$ cat src/rtl/alu_sequencer.sv
// Sequences 2-bit register-file instructions through an external registered ALU.
// Latency: 3 edges from instruction handshake to the res_valid pulse.
// Backpressure: ready only in IDLE; preload outranks instructions; busy requests are ignored.
module alu_sequencer #(
    parameter int CNT_W = 8
) (
    input  logic             clk,
    input  logic             rst_n,
    input  logic             instr_valid,
    input  logic [7:0]       instr,
    output logic             instr_ready,
    input  logic             ld_valid,
    input  logic [1:0]       ld_addr,
    input  logic [1:0]       ld_data,
    output logic             ld_ready,
    output logic [1:0]       alu_op,
    output logic [1:0]       alu_a,
    output logic [1:0]       alu_b,
    input  logic [1:0]       alu_res,
    output logic             res_valid,
    output logic [1:0]       res_dst,
    output logic [1:0]       res_data,
    output logic             busy,
    output logic [CNT_W-1:0] done_cnt
);

    typedef struct packed {
        logic [1:0] op;
        logic [1:0] rd;
        logic [1:0] ra;
        logic [1:0] rb;
    } instr_t;

    typedef enum logic [1:0] {
        IDLE = 2'd0,
        EXEC = 2'd1,
        WB   = 2'd2
    } state_t;

    state_t     state;
    state_t     state_nxt;
    instr_t     ins;
    logic [1:0] regs [4];
    logic [1:0] rd_q;
    logic       instr_hs;
    logic       ld_hs;

    assign ins = instr;

    always_comb begin
        state_nxt   = state;
        ld_ready    = (state == IDLE);
        instr_ready = (state == IDLE) && !ld_valid;
        busy        = (state != IDLE);
        ld_hs       = ld_valid && ld_ready;
        instr_hs    = instr_valid && instr_ready;
        case (state)
            IDLE:    if (instr_hs) state_nxt = EXEC;
            EXEC:    state_nxt = WB;
            WB:      state_nxt = IDLE;
            default: state_nxt = IDLE;
        endcase
    end

    always_ff @(posedge clk or negedge rst_n) begin
        if (!rst_n) state <= IDLE;
        else        state <= state_nxt;
    end

    // Operands are captured at the handshake and held until the next one,
    // so the ALU sees stable inputs through EXEC and WB.
    always_ff @(posedge clk or negedge rst_n) begin
        if (!rst_n) begin
            for (int i = 0; i < 4; i++) regs[i] <= '0;
            rd_q      <= '0;
            alu_op    <= '0;
            alu_a     <= '0;
            alu_b     <= '0;
            res_valid <= 1'b0;
            res_dst   <= '0;
            res_data  <= '0;
            done_cnt  <= '0;
        end else begin
            res_valid <= 1'b0;
            if (ld_hs) regs[ld_addr] <= ld_data;
            if (instr_hs) begin
                alu_op <= ins.op;
                alu_a  <= regs[ins.ra];
                alu_b  <= regs[ins.rb];
                rd_q   <= ins.rd;
            end
            if (state == WB) begin
                regs[rd_q] <= alu_res;
                res_data   <= alu_res;
                res_dst    <= rd_q;
                res_valid  <= 1'b1;
                done_cnt   <= done_cnt + CNT_W'(1);
            end
        end
    end

endmodule

$ cat config.mk
export PLATFORM = sky130hd
export DESIGN_NAME = alu_sequencer
export DESIGN_NICKNAME = d
export VERILOG_FILES = /design/src/rtl/alu_sequencer.sv
export SDC_FILE = /design/constraint.sdc
export NUM_CORES = 1
export LEC_CHECK = 0
export BUFFER_PORTS_ARGS = -buffer_cell sky130_fd_sc_hd__clkbuf_2
export CORE_MARGIN = 8
export CORE_UTILIZATION = 40
export DETAILED_ROUTE_END_ITERATION = 10
export PLACE_DENSITY = 0.62
export SLEW_MARGIN = 10
export SYNTH_ARGS = -nofsm -noshare
export SYNTH_HDL_FRONTEND = slang
export SYNTH_SLANG_ARGS = --single-unit
export TNS_END_PERCENT = 30
$ cat constraint.sdc
create_clock -name clk -period 3.1 [get_ports clk]
set_input_delay 0.31 -clock clk [delete_from_list [all_inputs] [get_ports clk]]
set_output_delay 0.31 -clock clk [all_outputs]
set_load 0.05 [all_outputs]
=== After elaboration in Yosys (flattened, before gate mapping) ===
Index checks and enable logic that the tools add are counted.

* Bitwise logic cells: 4
* Add/subtract/negate cells: 1
* Equal/unequal tests: 3
* Div/mod/pow operators: 0
* Reduce and logical (&&, ||, !) cells: 8
* Multiply operators: 0
* Shifts and indexed selects: 0
* Multiplexer cells: 17
* Magnitude comparators: 6

{| class="wikitable"
|+ Operator list
! operator !! number
|-
| bitwise mux 8 bit || 2
|-
| two-way mux 8 bit || 2
|-
| two-way mux 2 bit || 7
|-
| >= comparator 3 bit (second input constant) || 4
|-
| NOT 2 -> 3 bit || 4
|-
| adder 8 x 1 -> 8 bit (second input constant) || 1
|-
| binary-select mux 2 bit (select 2 bit) || 2
|-
| demux 2 bit (select 2 bit) || 2
|-
| < comparator 3 x 1 -> 1 bit (second input constant) || 2
|-
| logical AND 1 bit || 5
|-
| one-hot mux 2 bit (2 select lines) || 1
|-
| == test 2 x 1 -> 1 bit (second input constant) || 1
|-
| == test 2 bit (second input constant) || 1
|-
| zero test 2 bit || 1
|-
| != test 2 x 1 -> 1 bit (second input constant) || 1
|-
| nonzero test 2 bit || 1
|-
| zero test 1 bit || 1
|-
| two-way mux 1 bit || 1
|}

* Word-level logic and storage cells: 52
* ROM bits: 0
* Input port bits: 18
* Register bits: 31
* Latch bits: 0
* Bits in writable memories: 0
* Memories kept: 0

=== Depth between registers and ports, before layout ===
Gate-level depths: netlist of run 1.

* Word-level depth: 9
* Mapped depth: 5
* Mapped depth without buffers: 3

=== Worst setup path after synthesis of run 1 ===
Ideal clock, no wire load.

* Path kind: register -> register
* Start point: register state[0]
* End point: register alu_op[0]
* Buffers on the path: 1
* Data arrival time: 2,227 ps
* Library setup time: 125 ps
* Clock period less this slack: 2,352 ps
* Required time: 2,975 ps
* Path slack: 748 ps
* Stages on the path, launching flop included: 5
* Cell sequence: dfrtp_1 -> nor3_1 -> and2_1 -> buf_4 -> mux2_2

* Cells in the longest elaborated chain, start to end: 3

{| class="wikitable"
|+ RTL lines
! element !! line !! RTL
|-
| start: declaration || 40 || <nowiki>state_t state;</nowiki>
|-
| start signal: assignment || 67 || <nowiki>else state <= state_nxt;</nowiki>
|-
| zero test 2 bit || 53 || <nowiki>instr_ready = (state == IDLE) && !ld_valid;</nowiki>
|-
| logical AND 1 bit || 53 ||
|-
| via instr_ready || 11 || <nowiki>output logic instr_ready,</nowiki>
|-
| logical AND 1 bit || 56 || <nowiki>instr_hs = instr_valid && instr_ready;</nowiki>
|-
| end signal: assignment || 87 || <nowiki>alu_op <= ins.op;</nowiki>
|-
| end: declaration || 16 || <nowiki>output logic [1:0] alu_op,</nowiki>
|}

The timed path passes the listed nets, and every way through them passes these cells.
A chain may end at the register's enable or synchronous reset.

=== Worst setup path after layout of run 1 ===
* Start point: register state[0]
* End point: output instr_ready

* Cells in the longest elaborated chain, start to end: 2

{| class="wikitable"
|+ RTL lines
! element !! line
|-
| zero test 2 bit || 53
|-
| logical AND 1 bit || 53
|-
| end: declaration || 11
|}

No other way between the ends.

==> impl_metrics.env, run 1 <==
export IMPL_antennaDiodeCount=0
export IMPL_cts_sink_count=31
export IMPL_post_synth_and_or_nand_nor_area_fraction_pct=17.1
export IMPL_place_congestion=0.831
export IMPL_vias=1083
export IMPL_hp_class="in -> async"
export IMPL_synth_top_cell_by_area="sky130_fd_sc_hd__dfrtp_1"
export IMPL_slowest_stage="sky130_fd_sc_hd__dfrtp_1"
export IMPL_synth_area_in_compound_gates_pct=6.12
export IMPL_final_cell_mix="sky130_fd_sc_hd__clkbuf_2 (39), sky130_fd_sc_hd__dfrtp_1 (31), sky130_fd_sc_hd__mux2_2 (13)"
export IMPL_design_core_area_um2=3610
export IMPL_synth_nets=137
export IMPL_synth_seq_area_share_pct=52.7
export IMPL_vdd_ir_drop_max_v=0.000370
export IMPL_length_in_cells_of_the_worst_reg_to_reg_path=3
export IMPL_initial_utilization_pct=40.8
export IMPL_clkTransAtPathRegs_ps=60
export IMPL_detail_route_wirelength_met1_um=1500
export IMPL_fillerInstances=349
export IMPL_yosys_top_cells_area="sky130_fd_sc_hd__dfrtp_1 (53%), sky130_fd_sc_hd__mux2_2 (9.9%), sky130_fd_sc_hd__mux4_2 (6.1%), sky130_fd_sc_hd__xnor2_1 (3.6%), sky130_fd_sc_hd__a31oi_1 (3.4%)"
export IMPL_buffers_from_clock_root_to_sink_at_most=2
export IMPL_ctsRootBufferMaster="sky130_fd_sc_hd__clkbuf_8"
export IMPL_place_inst=200
export IMPL_outcome="completed"
export IMPL_drt_vias_per_instance=5.26
export IMPL_syn_inst=118
export IMPL_maxUsedRoutingLayer="met4"
export IMPL_cts_htree_levels=2
export IMPL_overflow=0
export IMPL_worst_endpoint_arrival_ps=1410
export IMPL_antenna_violating_nets_post_route=0
export IMPL_grt_setup_unrepaired="no"
export IMPL_core_rowCount=22
export IMPL_setup_worst_path_class="reg -> out"
export IMPL_cts_inserted_buffers=5
export IMPL_timing_worst_slew_pin_value_ps=768
export IMPL_power_switching_mw=0.671
export IMPL_final_nets=178
export IMPL_yosys_warnings=0
export IMPL_finalSetupViolCount=0
export IMPL_comb_power_share_pct=40.6
export IMPL_syn_area_um2=1470
export IMPL_finalHoldViolCount=0
export IMPL_cts_hold_fix_buffers=0
export IMPL_drive_above_1_share_pct=41.1
export IMPL_pwr_share_clk_pct=18.3
export IMPL_list_of_cells_traversed_by_the_critical_path="nor3_1 -> clkbuf_2"
export IMPL_pin_count_of_the_biggest_net_entering_global_routing=32
export IMPL_detail_route_first_pass_iterations=5
export IMPL_power_static_leakage_nw=0.796
export IMPL_slew_viol_final=0
export IMPL_worstPathRequired_ps=2790
export IMPL_initial_antenna_violation_count=0
export IMPL_utilization_pct=48.9
export IMPL_die_ar_um2=5880
export IMPL_postSynthAreaPerCell_um2=12.5
export IMPL_cts_tree="built"
export IMPL_combinational_family_with_the_most_area_after_synthesis="simple AND/OR/NAND/NOR gates"
export IMPL_drt_first_iter_violations=95
export IMPL_non_filler_instance_count_after_layout=206
export IMPL_dp_hpwl_um=2500
export IMPL_finalCriticalPeriod_ps=1720
export IMPL_number_of_global_route_vias_before_repair=1098
export IMPL_die_w_um=76.7
export IMPL_cap_viol_max_count=0
export IMPL_synth_xor_area_share_pct=4.16
export IMPL_globalRouteTotalUtil_pct=11.8
export IMPL_portBuffers=39
export IMPL_postSynthRegisterBits=31
export IMPL_grt_first_pass_wirelength_um=5500
export IMPL_synth_largest_type_area_fraction_pct=52.7
export IMPL_drc_errors=0
export IMPL_power_switching_share_pct=43.4
export IMPL_seq_power_share_pct=41.1
export IMPL_routedWlPerCell_um=15.8
export IMPL_io_pins=40
export IMPL_wl_met3_um=278
export IMPL_cp_end_kind="output port"
export IMPL_worst_stage_delay_on_the_critical_path_ps=500
export IMPL_tns_ps=0
export IMPL_clock_fmax_ghz=0.583
export IMPL_path_max_fanout=12
export IMPL_post_synth_num_cell_types=27
export IMPL_crit_path_start_kind="flop"
export IMPL_synth_mux_area_share_pct=16.1
export IMPL_clock_skew_final_ps=5.17
export IMPL_fin_crit_sh_pct=55.3
export IMPL_powerDensity_nw_per_um2=876
export IMPL_die_h_um=76.7
export IMPL_worst_skew_pair_late_latency_ps=270
export IMPL_area_delta_synth_final_pct=19.7
export IMPL_postCtsResizedCells=0
export IMPL_post_cts_setup_buffers=0
export IMPL_postRouteWirelength_um=3260
export IMPL_wl_met2_um=1420
export IMPL_relSlewSlack_pct=48.8
export IMPL_synth_adder_area_share_pct=0.850
export IMPL_layout_commonest_cell="sky130_fd_sc_hd__clkbuf_2"
export IMPL_power_internal_mw=0.874
[state kept, by name (all words and copies together) (netlist names)]
register,cells
res_dst,2
alu_b,2
alu_op,2
alu_a,2
res_data,2
res_valid,1
done_cnt,8
state,2
rd_q,2
regs,8
[synthesized netlist by cell type]
| master | instances |
|---|---|
| sky130_fd_sc_hd__mux2_2 | 13 |
| sky130_fd_sc_hd__or4b_1 | 1 |
| sky130_fd_sc_hd__clkbuf_1 | 1 |
| sky130_fd_sc_hd__xor2_1 | 1 |
| sky130_fd_sc_hd__nor2b_1 | 3 |
| sky130_fd_sc_hd__nand2_1 | 6 |
| sky130_fd_sc_hd__nand3_1 | 4 |
| sky130_fd_sc_hd__nor4b_2 | 1 |
| sky130_fd_sc_hd__a31oi_1 | 8 |
| sky130_fd_sc_hd__and2_1 | 1 |
| sky130_fd_sc_hd__o21ai_0 | 8 |
| sky130_fd_sc_hd__or4b_4 | 1 |
| sky130_fd_sc_hd__nor2b_4 | 1 |
| sky130_fd_sc_hd__and3_1 | 2 |
| sky130_fd_sc_hd__nor3_1 | 1 |
| sky130_fd_sc_hd__nand4b_1 | 1 |
| sky130_fd_sc_hd__nor2_1 | 9 |
| sky130_fd_sc_hd__dfrtp_1 | 31 |
| sky130_fd_sc_hd__ha_1 | 1 |
| sky130_fd_sc_hd__buf_6 | 1 |
| sky130_fd_sc_hd__xnor2_1 | 6 |
| sky130_fd_sc_hd__nand4_1 | 4 |
| sky130_fd_sc_hd__inv_1 | 2 |
| sky130_fd_sc_hd__mux4_2 | 4 |
| sky130_fd_sc_hd__and4bb_2 | 1 |
| sky130_fd_sc_hd__nand4bb_1 | 3 |
| sky130_fd_sc_hd__buf_4 | 3 |
[worst max-delay path, delay by kind of cell (launching register included)]
kind	cells	cell delay, ps
AND/OR/NAND/NOR	1	290
flip-flops	1	500
buffers and inverters	1	330
[cells by family (layout without fill, tap and decap cells)]
logic type | after synthesis | count (layout)
and+or+nand+nor | 39 | 39
DFF | 31 | 31
muxes | 17 | 17
AOI/OAI and AO/OA | 16 | 16
xor gates and xnor gates | 7 | 7
buffers and inverters | 7 | 47
adders and majority gates | 1 | 1
[final cells by class]
class	count	area, um^2	share of cell area (%)
well taps	48	60.1	3.41
inverters	2	7.51	0.426
flip-flops and latches	31	776	44.0
repair buffers	39	195	11.1
multi-input cells	80	652	37.0
clock buffers	6	72.6	4.12
[worst paths after layout]
kind	from	end	slack [ps]
max	state[0]	instr_ready	1380
min reg2reg	done_cnt[7]	done_cnt[7]	460
max in group asynchronous	rst_n	done_cnt[6]	2510
max reg2reg	state[0]	rd_q[1]	1390
min in group clk	instr[7]	alu_op[1]	270
min	rst_n	regs[6]	100
[routing by layer]
layer  vias up  global-route usage, %
li1        516                      -
met1       520                   14.5
met2        40                   16.2
met3         7                   5.83
met4         0                   6.35
met5         -                      0
[stage by stage]
stage	hold slack, ps	setup slack, ps	power [mW]	area (um^2)
after global placement	414	1510	1.26	1690
final	97.1	1380	1.55	1760
after detailed placement	426	1400	1.28	1690
after CTS	120	1380	1.56	1760
after floorplan	14.4	748	1.10	1470
after global routing	159	1190	1.63	1760
[power groups by stage]
stage	Clock, mW	Combinational, mW	Sequential [mW]
6_report	0.283	0.627	0.634
3_5_place_dp	0	0.635	0.642
4_1_cts	0.293	0.637	0.634
5_1_grt	0.314	0.664	0.653
3_3_place_gp	0	0.625	0.632
2_1_floorplan	0	0.204	0.898
(Power assumes the default switching activity.)
==> run 2, diff against run 1 <==
==> constraint.sdc (replaced) <==
create_clock -name clk -period 1.67 [get_ports clk]
set_input_delay 0.167 -clock clk [delete_from_list [all_inputs] [get_ports clk]]
set_output_delay 0.167 -clock clk [all_outputs]
set_load 0.05 [all_outputs]
==> impl_metrics.env, run 2 (same netlist as run 1, synthesis figures left out) <==
export IMPL_finalCriticalPeriod_ps=1530
export IMPL_initial_utilization_pct=40.8
export IMPL_comb_power_share_pct=38.0
export IMPL_final_nets=182
export IMPL_vdd_ir_drop_max_v=0.000684
export IMPL_outcome="completed"
export IMPL_worst_r2r_src="state[0]"
export IMPL_cp_end_kind="flop"
export IMPL_die_h_um=76.7
export IMPL_final_cell_mix="sky130_fd_sc_hd__clkbuf_2 (39), sky130_fd_sc_hd__dfrtp_1 (31), sky130_fd_sc_hd__mux2_2 (13)"
export IMPL_grt_first_pass_wirelength_um=5730
export IMPL_power_switching_share_pct=41.0
export IMPL_length_in_cells_of_the_worst_reg_to_reg_path=3
export IMPL_worst_skew_pair_late_latency_ps=280
export IMPL_hp_class="in -> reg"
export IMPL_core_rowCount=22
export IMPL_setup_worst_path_class="reg -> reg"
export IMPL_power_internal_mw=1.84
export IMPL_power_static_leakage_nw=0.843
export IMPL_place_congestion=0.855
export IMPL_crit_path_start_kind="flop"
export IMPL_place_ws_ps=155
export IMPL_number_of_global_route_vias_before_repair=1167
export IMPL_design_core_area_um2=3610
export IMPL_dp_hpwl_um=2560
export IMPL_tns_ps=0
export IMPL_power_switching_mw=1.28
export IMPL_powerDensity_nw_per_um2=1680
export IMPL_cp_num_buf_inv=0
export IMPL_io_pins=40
export IMPL_cpLargestDelayFamily="simple AND/OR/NAND/NOR gates"
export IMPL_slew_viol_final=0
export IMPL_vias=1106
export IMPL_drt_first_iter_violations=74
export IMPL_cts_inserted_buffers=5
export IMPL_wl_met2_um=1640
export IMPL_buffers_from_clock_root_to_sink_at_most=2
export IMPL_clkTransAtPathRegs_ps=60
export IMPL_reg_largest_list="done_cnt (8), regs (8)"
export IMPL_place_inst=203
export IMPL_slowest_stage="sky130_fd_sc_hd__or4b_1"
export IMPL_postRouteWirelength_um=3350
export IMPL_fin_crit_sh_pct=91.3
export IMPL_seq_power_share_pct=37.7
export IMPL_crit_cells=3
export IMPL_drt_vias_per_instance=5.22
export IMPL_hp_start="instr[4]"
export IMPL_layout_commonest_cell="sky130_fd_sc_hd__clkbuf_2"
export IMPL_non_filler_instance_count_after_layout=212
export IMPL_maxUsedRoutingLayer="met4"
export IMPL_cts_sink_count=31
export IMPL_postLayoutSetupSlackWorst_ps=145
export IMPL_globalRouteTotalUtil_pct=12.1
export IMPL_grt_setup_unrepaired="no"
export IMPL_post_cts_setup_buffers=0
export IMPL_cap_viol_max_count=0
export IMPL_area_delta_synth_final_pct=25.9
export IMPL_routedWlPerCell_um=15.8
export IMPL_relSlewSlack_pct=48.4
export IMPL_clock_skew_final_ps=2.45
export IMPL_cell_depth_of_the_worst_min_delay_path=2
export IMPL_detail_route_first_pass_iterations=5
export IMPL_path_max_fanout=5
export IMPL_cts_htree_levels=2
export IMPL_antenna_violating_nets_post_route=0
export IMPL_pwr_share_clk_pct=24.4
export IMPL_drc_errors=0
export IMPL_pin_count_of_the_biggest_net_entering_global_routing=32
export IMPL_drive_above_1_share_pct=44.5
export IMPL_die_ar_um2=5880
export IMPL_antennaDiodeCount=0
export IMPL_finalSetupViolCount=0
export IMPL_multiInputGateArea_um2=666
export IMPL_worst_stage_delay_on_the_critical_path_ps=600
export IMPL_initial_antenna_violation_count=0
export IMPL_die_w_um=76.7
export IMPL_cts_hold_fix_buffers=1
export IMPL_cts_tree="built"
export IMPL_finalHoldViolCount=0
export IMPL_overflow=0
export IMPL_timing_worst_slew_pin_value_ps=774
export IMPL_list_of_cells_traversed_by_the_critical_path="or4b_1 -> o21ai_0 -> a31oi_1"
export IMPL_detail_route_wirelength_met1_um=1430
export IMPL_ctsRootBufferMaster="sky130_fd_sc_hd__clkbuf_8"
export IMPL_regArea_um2=776
export IMPL_portBuffers=39
export IMPL_wl_met3_um=222
export IMPL_worst_endpoint_arrival_ps=1680
export IMPL_worstSetupStartpoint="state[0]"
export IMPL_postCtsResizedCells=0
export IMPL_clock_fmax_ghz=0.656
export IMPL_fillerInstances=345
export IMPL_worstPathRequired_ps=1830
run 2: path summary, 6_finish.rpt:
path / to / slack, ps
worst max-delay path: regs[6] / 140
max in group asynchronous: alu_op[0] / 690
min in group asynchronous: regs[5] / 490
worst max register to register: regs[6] / 140
worst min register to register: done_cnt[7] / 470
worst min-delay path: rd_q[0] / 120
run 2: metal layers:
metal / track usage (%) / up-vias
met5: 0 / -
met4: 7.88 / 0
met3: 3.96 / 5
met2: 19.2 / 42
met1: 13.5 / 533
li1: - / 526
run 2: power groups by stage:
stage	clock (mW)	sequential, mW	combinational [mW]
after floorplan	0	1.67	0.384
after global placement	0	1.17	1.17
after detailed placement	0	1.19	1.19
after CTS	0.777	1.17	1.20
after global routing	0.806	1.21	1.25
final	0.759	1.17	1.18
run 2: final cells by class:
type / count / share of cell area [%]
clock buffers: 6 / 4.45
repair buffers: 43 / 12.3
clock inverters: 2 / 1.89
inverters: 2 / 0.405
well taps: 48 / 3.24
flip-flops and latches: 31 / 41.8
multi-input cells: 80 / 35.9
run 2: metrics by stage:
stage / area [um^2] / util, % / total power [mW] / hold WS, ps
after floorplan: 1490 / - / 2.05 / -129
after global placement: 1730 / 47.9 / 2.34 / 264
after detailed placement: 1730 / 47.9 / 2.38 / 285
after CTS: 1850 / 51.4 / 3.15 / 109
after global routing: 1850 / 51.4 / 3.27 / 108
final: 1850 / 51.4 / 3.11 / 117
==> run 3, diff against run 2 <==
--- a/config.mk
+++ b/config.mk
@@ -6,10 +6,11 @@
 export NUM_CORES = 1
 export LEC_CHECK = 0
 export BUFFER_PORTS_ARGS = -buffer_cell sky130_fd_sc_hd__clkbuf_2
+export CAP_MARGIN = 40
 export CORE_MARGIN = 8
 export CORE_UTILIZATION = 40
 export DETAILED_ROUTE_END_ITERATION = 10
-export PLACE_DENSITY = 0.62
+export PLACE_DENSITY = 0.64
 export SLEW_MARGIN = 10
 export SYNTH_ARGS = -nofsm -noshare
 export SYNTH_HDL_FRONTEND = slang
==> constraint.sdc (replaced) <==
create_clock -name clk -period 1.4 [get_ports clk]
set_input_delay 0.14 -clock clk [delete_from_list [all_inputs] [get_ports clk]]
set_output_delay 0.14 -clock clk [all_outputs]
set_load 0.05 [all_outputs]
==> impl_metrics.env, run 3 (same netlist as run 1, synthesis figures left out) <==
export IMPL_clock_fmax_ghz=0.717
export IMPL_hp_class="in -> reg"
export IMPL_cell_depth_of_the_worst_min_delay_path=2
export IMPL_antennaDiodeCount=0
export IMPL_antenna_violating_nets_post_route=0
export IMPL_final_cell_mix="sky130_fd_sc_hd__clkbuf_2 (37), sky130_fd_sc_hd__dfrtp_1 (29)"
export IMPL_buffers_from_clock_root_to_sink_at_most=2
export IMPL_cpLargestDelayFamily="simple AND/OR/NAND/NOR gates"
export IMPL_postLayoutSetupSlackWorst_ps=6.07
export IMPL_crit_path_start_kind="flop"
export IMPL_cp_num_buf_inv=0
export IMPL_pin_count_of_the_biggest_net_entering_global_routing=32
export IMPL_postRouteWirelength_um=3280
export IMPL_worst_endpoint_arrival_ps=1550
export IMPL_grt_first_pass_wirelength_um=5600
export IMPL_overflow=0
export IMPL_dp_hpwl_um=2600
export IMPL_die_w_um=76.7
export IMPL_cts_sink_count=31
export IMPL_reg_largest_list="done_cnt (8), regs (8)"
export IMPL_globalRouteTotalUtil_pct=11.6
export IMPL_number_of_global_route_vias_before_repair=1142
export IMPL_initial_antenna_violation_count=0
export IMPL_drc_errors=0
export IMPL_grt_setup_unrepaired="yes"
export IMPL_worst_skew_pair_late_latency_ps=280
export IMPL_drt_vias_per_instance=5.13
export IMPL_finalSetupViolCount=0
export IMPL_portBuffers=39
export IMPL_cp_end_kind="flop"
export IMPL_routedWlPerCell_um=15.0
export IMPL_list_of_cells_traversed_by_the_critical_path="or4b_4 -> o21ai_1 -> a31oi_1"
export IMPL_final_nets=188
export IMPL_worstPathRequired_ps=1560
export IMPL_non_filler_instance_count_after_layout=218
export IMPL_maxUsedRoutingLayer="met4"
export IMPL_place_ws_ps=-109
export IMPL_place_inst=207
export IMPL_timing_worst_slew_pin_value_ps=367
export IMPL_clock_skew_final_ps=8.67
export IMPL_layout_commonest_cell="sky130_fd_sc_hd__clkbuf_2"
export IMPL_design_core_area_um2=3610
export IMPL_cts_tree="built"
export IMPL_ctsRootBufferMaster="sky130_fd_sc_hd__clkbuf_8"
export IMPL_detail_route_first_pass_iterations=4
export IMPL_cts_htree_levels=2
export IMPL_slowest_stage="sky130_fd_sc_hd__or4b_4"
export IMPL_vias=1118
export IMPL_worst_stage_delay_on_the_critical_path_ps=570
export IMPL_powerDensity_nw_per_um2=1930
export IMPL_die_ar_um2=5880
export IMPL_utilization_pct=55.0
export IMPL_wl_met3_um=201
export IMPL_relSlewSlack_pct=75.5
export IMPL_io_pins=40
export IMPL_cts_inserted_buffers=5
export IMPL_core_rowCount=22
export IMPL_setup_worst_path_class="reg -> reg"
export IMPL_cap_viol_max_count=0
export IMPL_power_total_mw=3.82
export IMPL_postPlaceCellArea_um2=1800
export IMPL_initial_utilization_pct=40.8
export IMPL_outcome="completed"
export IMPL_finalCriticalPeriod_ps=1390
export IMPL_clkTransAtPathRegs_ps=70
export IMPL_area_delta_synth_final_pct=34.7
export IMPL_power_static_leakage_nw=0.916
export IMPL_length_in_cells_of_the_worst_reg_to_reg_path=3
export IMPL_slew_viol_final=0
export IMPL_fin_crit_sh_pct=99.6
export IMPL_detail_route_wirelength_met1_um=1420
export IMPL_path_max_fanout=6
export IMPL_vdd_ir_drop_max_v=0.00126
export IMPL_drive_above_1_share_pct=49.4
export IMPL_postLayoutCellArea_um2=1980
export IMPL_finalHoldViolCount=0
export IMPL_wl_met2_um=1590
export IMPL_drt_first_iter_violations=48
export IMPL_die_h_um=76.7
export IMPL_crit_cells=3
export IMPL_place_congestion=0.856
run 3: worst paths after layout:
path | slack [ps] | endpoint | from
worst max-delay path | 6 | regs[6] | state[0]
worst min-delay path | 90 | rd_q[1] | instr[5]
worst max register to register | 6 | regs[6] | state[0]
worst min register to register | 470 | done_cnt[7] | done_cnt[7]
max in group asynchronous | 710 | state[0] | rst_n
min in group asynchronous | 400 | regs[5] | rst_n
run 3: layout make-up:
type                       count  area, um^2
sequential                    31         778
tap                           48        60.1
clock buffer                   6        82.6
inverter                       2        7.51
multi-input combinational     80         719
timing repair buffer          49         300
clock inverter                 2        35.0
fill                         333        1620
run 3: per-stage QoR:
step           hold WS [ps]  TNS (ps)
6_report               86.1         0
5_1_grt                89.2      -329
4_1_cts                83.0     -21.9
3_5_place_dp            173      -403
3_3_place_gp            168      -153
2_1_floorplan          -156     -2310
run 3: per-layer routing:
layer  up-vias  GRT usage, %
met3         7          3.96
li1        535             -
met4         0          5.77
met2        35          18.5
met5         -             0
met1       541          13.6
run 3: timing repair:
| action | in CTS | in global routing |
|---|---|---|
| endpoints found under the hold margin | 31 | 0 |
| hold buffers | 1 | 0 |
| gates cloned | 0 | 0 |
| pin swaps | 0 | 4 |
| endpoints found under the setup margin | 20 | 17 |
| resized for setup | 8 | 8 |
| setup buffers | 1 | 1 |
run 3: power breakdown:
group	internal, mW	switching (mW)	leakage, nW
Combinational	0.530	0.988	0.475
Sequential	1.17	0.232	0.380
Clock	0.575	0.321	0.0612
